==> src/rtl/stim_sweep.sv <==
// Thermometer stimulus sweep (10 steps, 9 bits) with x/y response capture.
// Optional expected-value compare is built when STIM_SWEEP_CHECK_EN is defined.
module stim_sweep #(
    parameter int unsigned STEP_CYCLES = 4,
    parameter logic [9:0]  EXP_X       = 10'h000,
    parameter logic [9:0]  EXP_Y       = 10'h000
) (
    input  logic       clk,
    input  logic       rst_n,
    input  logic       start,
    output logic [8:0] stim,
    input  logic       resp_x,
    input  logic       resp_y,
    output logic       busy,
    output logic       done,
    output logic [9:0] x_log,
    output logic [9:0] y_log,
    output logic       err,
    output logic [3:0] err_step
);

    typedef enum logic [1:0] {S_IDLE, S_RUN, S_DONE} state_t;

    localparam logic [7:0] CNT_LAST  = 8'(STEP_CYCLES - 1);
    localparam logic [3:0] STEP_LAST = 4'd9;

    state_t     state_q, state_d;
    logic [3:0] step_q, step_d;
    logic [7:0] cnt_q, cnt_d;
    logic [8:0] stim_q, stim_d;
    logic [9:0] x_log_q, x_log_d;
    logic [9:0] y_log_q, y_log_d;
    logic       sample;
    logic       accept;

    assign sample = (state_q == S_RUN) && (cnt_q == CNT_LAST);
    assign accept = (state_q == S_IDLE) && start;

    always_comb begin
        state_d = state_q;
        step_d  = step_q;
        cnt_d   = cnt_q;
        stim_d  = stim_q;
        x_log_d = x_log_q;
        y_log_d = y_log_q;
        case (state_q)
            S_IDLE: begin
                step_d = 4'd0;
                cnt_d  = 8'd0;
                stim_d = 9'h000;
                // Logs survive in IDLE for readout; only a new sweep wipes them.
                if (start) begin
                    state_d = S_RUN;
                    x_log_d = 10'h000;
                    y_log_d = 10'h000;
                end
            end
            S_RUN: begin
                cnt_d = cnt_q + 8'd1;
                if (sample) begin
                    x_log_d[step_q] = resp_x;
                    y_log_d[step_q] = resp_y;
                    cnt_d           = 8'd0;
                    if (step_q == STEP_LAST) begin
                        state_d = S_DONE;
                        stim_d  = 9'h000;
                    end else begin
                        step_d = step_q + 4'd1;
                        stim_d = {stim_q[7:0], 1'b1};
                    end
                end
            end
            S_DONE:  state_d = S_IDLE;
            default: state_d = S_IDLE;
        endcase
    end

    always_ff @(posedge clk or negedge rst_n) begin
        if (!rst_n) begin
            state_q <= S_IDLE;
            step_q  <= 4'd0;
            cnt_q   <= 8'd0;
            stim_q  <= 9'h000;
            x_log_q <= 10'h000;
            y_log_q <= 10'h000;
        end else begin
            state_q <= state_d;
            step_q  <= step_d;
            cnt_q   <= cnt_d;
            stim_q  <= stim_d;
            x_log_q <= x_log_d;
            y_log_q <= y_log_d;
        end
    end

`ifdef STIM_SWEEP_CHECK_EN
    logic       err_q, err_d;
    logic [3:0] err_step_q, err_step_d;
    logic       mismatch;

    assign mismatch = (resp_x != EXP_X[step_q]) || (resp_y != EXP_Y[step_q]);

    always_comb begin
        err_d      = err_q;
        err_step_d = err_step_q;
        if (accept) begin
            err_d      = 1'b0;
            err_step_d = 4'd0;
        end else if (sample && mismatch && !err_q) begin
            // Only the first failing step of a sweep is recorded.
            err_d      = 1'b1;
            err_step_d = step_q;
        end
    end

    always_ff @(posedge clk or negedge rst_n) begin
        if (!rst_n) begin
            err_q      <= 1'b0;
            err_step_q <= 4'd0;
        end else begin
            err_q      <= err_d;
            err_step_q <= err_step_d;
        end
    end

    assign err      = err_q;
    assign err_step = err_step_q;
`else
    logic unused_exp;
    assign unused_exp = ^{EXP_X, EXP_Y, accept};
    assign err        = 1'b0;
    assign err_step   = 4'd0;
`endif

    assign stim  = stim_q;
    assign busy  = (state_q == S_RUN);
    assign done  = (state_q == S_DONE);
    assign x_log = x_log_q;
    assign y_log = y_log_q;

endmodule

==> config.mk <==
export PLATFORM = sky130hd
export DESIGN_NAME = stim_sweep
export DESIGN_NICKNAME = d
export VERILOG_FILES = /design/src/rtl/stim_sweep.sv
export SDC_FILE = /design/constraint.sdc
export NUM_CORES = 1
export LEC_CHECK = 0
export BUFFER_PORTS_ARGS = -buffer_cell sky130_fd_sc_hd__buf_2
export CAP_MARGIN = 20
export CORE_MARGIN = 3
export CORE_UTILIZATION = 51
export CTS_BUF_LIST = sky130_fd_sc_hd__clkbuf_2
export CTS_CLUSTER_SIZE = 10
export DETAILED_ROUTE_END_ITERATION = 6
export GPL_TIMING_DRIVEN = 0
export PLACE_DENSITY_LB_ADDON = 0.25
export SLEW_MARGIN = 25
export SYNTH_ARGS = -nofsm -noshare
export SYNTH_HDL_FRONTEND = slang
export SYNTH_SLANG_ARGS = --single-unit
==> constraint.sdc <==
create_clock -name clk -period 1.8 [get_ports clk]
set_clock_uncertainty 0.05 [all_clocks]
set_input_delay 0.36 -clock clk [delete_from_list [all_inputs] [get_ports clk]]
set_output_delay 0.36 -clock clk [all_outputs]
set_load 0.02 [all_outputs]
==> results by group, run 1 <==
STA
  – Final min period: 1.82 ns
  – Minimum setup slack in the final design: -0.0238 ns
  – Unrepaired setup endpoints after global routing: yes
  – Max Clock Freq: 548 MHz
  – Number of endpoints with negative hold slack in the final report: 0
  – Number of slew-limit violations in the final report: 0
  – Final number of setup-violating endpoints: 6
  – Period utilisation layout: 101%
  – Setup TNS: -0.0923 ns

Placed design
  – # port buffers: 35
  – Final weighted congestion in routability-driven placement: 0.865
  – DP Wirelength: 3060 um
  – Placed inst area: 2420 um^2

Logic synthesis
  – Mux share of post-synthesis cell area: 9.75%
  – Share of the synthesized netlist area taken by xor and xnor gates: 0%
  – Biggest area consumer among synthesized cells: dfrtp_1
  – Asr flop ratio synth: 100%
  – Avg Inst Size Synth: 10.5 um^2
  – Ranking of synthesized cells by area: dfrtp_1 50%, mux2i_1 9.2%, nand2_1 5.2%
  – Share of synthesized area occupied by flip-flops and latches: 49.6%
  – Number of warnings issued by yosys: 0
  – Number of distinct library cell variants in the gate-level netlist after synthesis: 43
  – Flip-flop and latch count after synthesis: 43
  – Main synth FF type: dfrtp_1
  – Synth Cell Area: 2170 um^2
  – Adder and majority gate portion of the synthesized area: 2.88%
  – EDFF count, synth: 0
  – Combinational family with the most area after synthesis: simple AND/OR/NAND/NOR gates
  – Count of mapped cells out of synthesis: 206
  – Top-area cell type share of the netlist area: 49.6%
  – Simple-gate portion of the synthesized area: 22.3%
  – Share of the synthesized area in compound gates (AO/OA/AOI/OAI): 9.46%

Outcome
  – Violated checks: setup timing
  – Outcome: complete, but fails checks

Clocking
  – Max clock buf depth: 2
  – CTS tree: yes
  – Clock Sinks: 43
  – Worst-path clk slew: 0.23 ns
  – Worst-Skew Late Latency: 0.42 ns
  – Master cell of the clock root buffer: clkbuf_2
  – TritonCTS buffer count: 5
  – Htree depth: 2

Critical path
  – Crit end category: register
  – Critical path class: reg -> reg
  – Critical path fanouts, max: 5
  – Data arrival at the endpoint of the critical path: 2.16 ns
  – Setup crit start kind: register
  – Required @ worst endpoint: 2.13 ns

Floorplanning
  – CORE AREA: 4060 um^2
  – Row count: 23
  – Die area: 5070 um^2
  – Die W: 71.2 um
  – Floorplan die height: 71.2 um
  – Number of I/O pins: 41
  – Starting density of the core: 53.5%

Route
  – Average wire length per cell after detail routing: 15.6 um
  – Number of DRC violations after detailed-routing iteration 0: 99
  – Detailed Routing Iterations Pass 1: 4
  – Via count normalized by instance count: 5.56
  – DR DRC count: 0
  – DR vias: 1769
  – Number of antenna-violating nets in the routed design: 0
  – Wirelength, routed: 4950 um

Global routing
  – Combined global-route utilization of all metal layers: 19.7%
  – Pin count of the biggest net entering global routing: 44
  – Number of global-route vias before repair: 1618
  – Total overflow reported by the global router: 0
  – Number of antenna violations at the first check in global routing: 0
  – First-pass GRT wire length: 8020 um

Cells and area
  – Area added between synthesis and finish: 25.7%
  – Total number of nets in the final design: 277
  – Share of layout cells above drive strength 1: 34.7%
  – Most common library cell in the layout ignoring fill and taps: dfrtp_1
  – Post-layout util: 67.2%
  – Total non-filler cell area in the finished layout: 2730 um^2
  – Filler cells: 336
  – Number of antenna cells inserted: 0
  – Highest-count cells in the layout ignoring fill and taps: 40 x dfrtp_1, 33 x buf_2, 30 x nand2_1, 22 x buf_4, 20 x mux2i_1

Power
  – PD cells: 1500 nW/um^2
  – IR drop worst, VDD: 0.941 mV
  – Power, Total: 4.09 mW
  – Leak pwr: 1.46 nW

Job
  – Max-cap violation count: 0

Min path
  – Worst min-delay path class: in -> reg
-- cell usage after synthesis, types with 3 or more instances --
cell type / n
a21oi_1: 3
o21ai_0: 5
clkinv_1: 3
a22o_1: 9
ha_1: 5
buf_4: 6
dfrtp_1: 43
nand3_1: 10
mux2i_1: 20
nor2_1: 4
or4_1: 3
nand4_1: 12
clkbuf_1: 7
and2_1: 4
nand2_1: 30
nor2b_1: 4
inv_1: 6
-- stage by stage --
stage          hold slack, ns  setup WS (ns)  std cells
2_1_floorplan          0.0144         0.0356        210
3_3_place_gp            0.436         -0.249        295
3_5_place_dp            0.446         -0.280        295
4_1_cts               0.00494        0.00190        308
5_1_grt                 0.122        -0.0711        318
6_report                0.154        -0.0238        318
-- final cells by class --
class	instances	area [um^2]	share of cell area, %
multi-input combinational	142	1040	38.0
buffer	14	111	4.08
inverter	9	48.8	1.79
clock buffer	5	25.0	0.918
clock inverter	3	20.0	0.734
tap	50	62.6	2.29
sequential	43	1080	39.6
timing repair buffer	52	342	12.5
-- cells by family after synthesis --
group	Yosys count
multiplexers	21
flip-flops	43
other	1
adder cells (fa/ha/maj)	5
buffers and inverters	25
AO/OA/AOI/OAI	27
AND/OR/NAND/NOR	84
-- worst paths after layout --
kind                            startpoint  depth (start not counted)  slack [ns]    endpoint
worst min register to register    y_log[2]                          2        0.49    y_log[2]
min in group asynchronous            rst_n                          2        0.31    cnt_q[7]
worst min-delay path                 start                          3        0.15  state_q[0]
worst max-delay path              cnt_q[5]                          4       -0.02     stim[3]
max in group asynchronous            rst_n                          3        0.91    y_log[6]
worst max register to register    cnt_q[5]                          4       -0.02     stim[3]
-- registers in the layout, summed over array words and instances, names as in the netlist --
signal	flops
cnt_q	8
state_q	2
step_q	4
stim	9
x_log	10
y_log	10
-- power by group --
part / internal, mW / switching, mW / total, mW
logic: 0.906 / 1.12 / 2.02
registers: 1.33 / 0.311 / 1.64
clock network: 0.0918 / 0.336 / 0.428
total: 2.32 / 1.76 / 4.09
-- what timing repair did --
item	in CTS	in global routing
buffers inserted	6	8
setup endpoints to repair	38	29
resized for setup	24	17
hold buffers	0	1
hold endpoints to repair	0	17
pin swaps	3	0
gates cloned	1	0
-- worst max-delay path: stages, from the launching register on --
cell	delay, ns
dfrtp_2	0.50
or4_4	0.58
nor4_4	0.33
buf_4	0.21
a22o_1	0.12
-- metal layers --
metal  GRT usage (%)  share of wire [%]  wire, um
met1            28.2                 47      2310
met2            30.1                 46      2280
met3            4.49                5.8       287
met4            6.05                1.4        70
met5               0                  0         0
Power figures use the tool's default switching activity.
==> run 2: changes to the inputs <==
Settings changed: ABC_AREA set to 1.
==> run 2 against run 1 <==
Compared with the run above: the run now ends clean; total power shrank 29%; cell area rose by 2.8%; cell count rose by 22%; clock-buffer cell count unchanged; die area up 6.3%; sequential share of layout area shrank 1.2 points; non-clock buffer count fell by 2; combinational power is 46% lower; maximum frequency increased by 3.4%; clock power grew 31%; flip-flop and latch count unchanged; first-iteration DRC count is 52% higher; critical endpoint is now done.
==> results by group, run 2 <==
Outcome
  – Outcome: completed

Clocking
  – Master cell of the clock root buffer: clkbuf_2
  – Clock Sinks: 43 (unchanged)
  – Max clock buf depth: 2 (unchanged)
  – Worst-Skew Late Latency: 0.44 ns (+0.02 ns)
  – Htree depth: 2 (unchanged)
  – TritonCTS buffer count: 5 (unchanged)
  – Worst-path clk slew: 0.23 ns (about the same)
  – CTS tree: yes

Route
  – Post-Route M1 WL: 2440 um (+5.6%)
  – DR vias: 2047 (+16%)
  – Wirelength, routed: 5160 um (+4.4%)
  – Detailed Routing Iterations Pass 1: 4 (unchanged)
  – Wire length on met3: 269 um (-6.3%)
  – Routed length on met2: 2390 um (+5.0%)
  – Top routing layer in use: met4
  – Number of antenna-violating nets in the routed design: 0 (unchanged)
  – DR DRC count: 0 (unchanged)
  – Average wire length per cell after detail routing: 13.3 um (-15%)
  – Via count normalized by instance count: 5.26 (-5.4%)
  – Number of DRC violations after detailed-routing iteration 0: 150 (+52%)

Logic synthesis
  – Number of warnings issued by yosys: 0 (unchanged)
  – Biggest area consumer among synthesized cells: dfrtp_1
  – Ranking of synthesized cells by area: dfrtp_1 46%, nand2_1 15%, nand4_1 6.2%
  – Share of synthesized area occupied by flip-flops and latches: 46.4% (-3.2 points)
  – Top-area cell type share of the netlist area: 46.4% (-3.2 points)
  – EDFF count, synth: 0 (unchanged)
  – Most frequent cells after synthesis: 90 x nand2_1, 43 x dfrtp_1, 28 x inv_1
  – Number of distinct library cell variants in the gate-level netlist after synthesis: 29 (-33%)
  – Synth Cell Area: 2320 um^2 (+6.9%)
  – Flip-flop and latch count after synthesis: 43 (unchanged)
  – Count of mapped cells out of synthesis: 279 (+35%)
  – Main synth FF type: dfrtp_1
  – Avg Inst Size Synth: 8.31 um^2 (-21%)
  – Most common cell in the synthesized netlist: nand2_1
  – Asr flop ratio synth: 100% (unchanged)

Floorplanning
  – Row count: 23 (unchanged)
  – CORE AREA: 4200 um^2 (+3.5%)
  – Die area: 5390 um^2 (+6.3%)
  – Starting density of the core: 55.2% (+1.7 points)
  – Number of I/O pins: 41 (unchanged)
  – Die W: 73.4 um (+3.1%)
  – Floorplan die height: 73.4 um (+3.1%)

Cells and area
  – Highest-count cells in the layout ignoring fill and taps: 90 x nand2_1, 42 x dfrtp_1, 32 x buf_2, 28 x inv_1, 23 x nand4_1
  – Area added between synthesis and finish: 20.9%
  – Register area: 1080 um^2 (-0.23%)
  – Total number of nets in the final design: 348 (+26%)
  – Most common library cell in the layout ignoring fill and taps: nand2_1
  – Post-layout util: 66.7% (-0.48 points)
  – Multi-input logic area: 1020 um^2 (-1.3%)
  – Number of antenna cells inserted: 0 (unchanged)
  – Share of layout cells above drive strength 1: 26.0% (-8.7 points)
  – Filler cells: 340 (+1.2%)

Critical path
  – Required @ worst endpoint: 1.39 ns (-0.74 ns)
  – Crit end category: output port
  – Worst path cell trace: buf_6, buf_12, nor2_4, buf_6
  – Setup crit start kind: register
  – Flop-to-flop setup slack: 0.11 ns (+0.13 ns)
  – Critical path's most frequent cell: buf_6
  – Data arrival at the endpoint of the critical path: 1.35 ns (-0.81 ns)
  – Critical path fanouts, max: 3 (-2)
  – Critical path class: reg -> out
  – Critical path's largest stage delay: 0.43 ns (-0.15 ns)
  – Critical-path cell with the highest stage delay: dfrtp_1

STA
  – Number of endpoints with negative hold slack in the final report: 0 (unchanged)
  – Minimum setup slack in the final design: 0.0358 ns (+0.0596 ns)
  – Period utilisation layout: 98.0% (-3.3 points)
  – Number of slew-limit violations in the final report: 0 (unchanged)
  – Setup TNS: 0 ns (+0.0923 ns)
  – Final number of setup-violating endpoints: 0 (-6)
  – Max Clock Freq: 567 MHz (+3.4%)
  – Final min period: 1.76 ns (-0.0596 ns)
  – Fin Hold WS: 0.140 ns (-0.0138 ns)
  – Max-slew headroom: 57.2%
  – Worst slew pin tran: 0.639 ns

Global routing
  – Number of antenna violations at the first check in global routing: 0 (unchanged)
  – Total overflow reported by the global router: 0 (unchanged)
  – First-pass GRT wire length: 8390 um (+4.7%)
  – Pin count of the biggest net entering global routing: 44 (unchanged)
  – Number of global-route vias before repair: 1858 (+15%)
  – Combined global-route utilization of all metal layers: 20.1% (+0.33 points)

Power
  – Switching portion of total power: 39.8% (-3.3 points)
  – Clock share of power: 19.2% (+8.7 points)
  – Sequential fraction of design power: 43.0% (+3.0 points)
  – Leak pwr: 1.57 nW (+6.9%)
  – Power share of the combinational group: 37.8% (-12 points)
  – IR drop worst, VDD: 0.787 mV (-16%)
  – Switching power: 1.16 mW (-34%)
  – PD cells: 1040 nW/um^2 (-31%)
  – Internal power of the cells: 1.75 mW (-25%)

Placed design
  – Final weighted congestion in routability-driven placement: 0.978 (+13%)
  – DP Wirelength: 3530 um (+15%)
  – Pre-CTS worst setup slack: 0.154 ns (+0.434 ns)
  – # port buffers: 35 (unchanged)

Job
  – Max-cap violation count: 0 (unchanged)

Min path
  – Worst min-delay path class: in -> reg
-- run 2: worst paths after layout --
kind	endpoint	startpoint	depth (start not counted)
worst max-delay path	done	state_q[0]	4
worst min-delay path	state_q[0]	start	3
worst max register to register	step_q[2]	step_q[1]	7
worst min register to register	y_log[6]	y_log[6]	2
max in group asynchronous	x_log[4]	rst_n	2
min in group asynchronous	cnt_q[5]	rst_n	2
-- run 2: power groups by stage --
| stage | clock network (mW) | logic (mW) | registers (mW) |
|---|---|---|---|
| 2_1_floorplan | 0 | 0.673 | 1.36 |
| 3_3_place_gp | 0 | 1.04 | 1.26 |
| 3_5_place_dp | 0 | 1.06 | 1.27 |
| 4_1_cts | 0.560 | 1.07 | 1.25 |
| 5_1_grt | 0.597 | 1.23 | 1.28 |
| 6_report | 0.559 | 1.10 | 1.25 |
-- run 2: timing repair --
item	4_1_cts	5_1_grt
resized for setup	8	12
gates cloned	0	0
pin swaps	1	1
buffers inserted	3	9
hold buffers	0	1
endpoints found under the setup margin	2	21
endpoints found under the hold margin	0	43
-- run 2: cell families after synthesis --
group / synth area share, %
compound gates: 3.99
xor+xnor: 1.51
fa+ha+maj: 2.70
buf+inv: 10.5
flops: 46.4
other cells: 0.162
simple gates: 34.7
-- run 2: critical path, delay by kind of cell (launching register included) --
| family | cells | cell delay [ns] |
|---|---|---|
| flip-flops | 1 | 0.43 |
| buffers and inverters | 3 | 0.37 |
| AND/OR/NAND/NOR | 1 | 0.12 |
-- run 2: layer usage --
metal / up-vias / GRT usage, %
met3: 8 / 5.06
met2: 46 / 31.7
met5: - / 0
li1: 1022 / -
met1: 971 / 27.5
met4: 0 / 5.63
-- run 2: stage by stage --
| step | power (mW) | area, um^2 | cells |
|---|---|---|---|
| after floorplan | 2.03 | 2330 | 283 |
| after global placement | 2.30 | 2570 | 368 |
| after detailed placement | 2.33 | 2570 | 368 |
| after CTS | 2.88 | 2680 | 379 |
| after global routing | 3.10 | 2800 | 389 |
| final | 2.91 | 2800 | 389 |
-- run 2: area by class of cell --
class	instances	share of cell area [%]
Timing Repair Buffer	48	10.8
Clock buffer	5	0.893
Sequential cell	43	38.4
Buffer	16	5.31
Tap cell	50	2.23
Inverter	31	4.42
Multi-Input combinational cell	193	36.5
Clock inverter	3	1.38
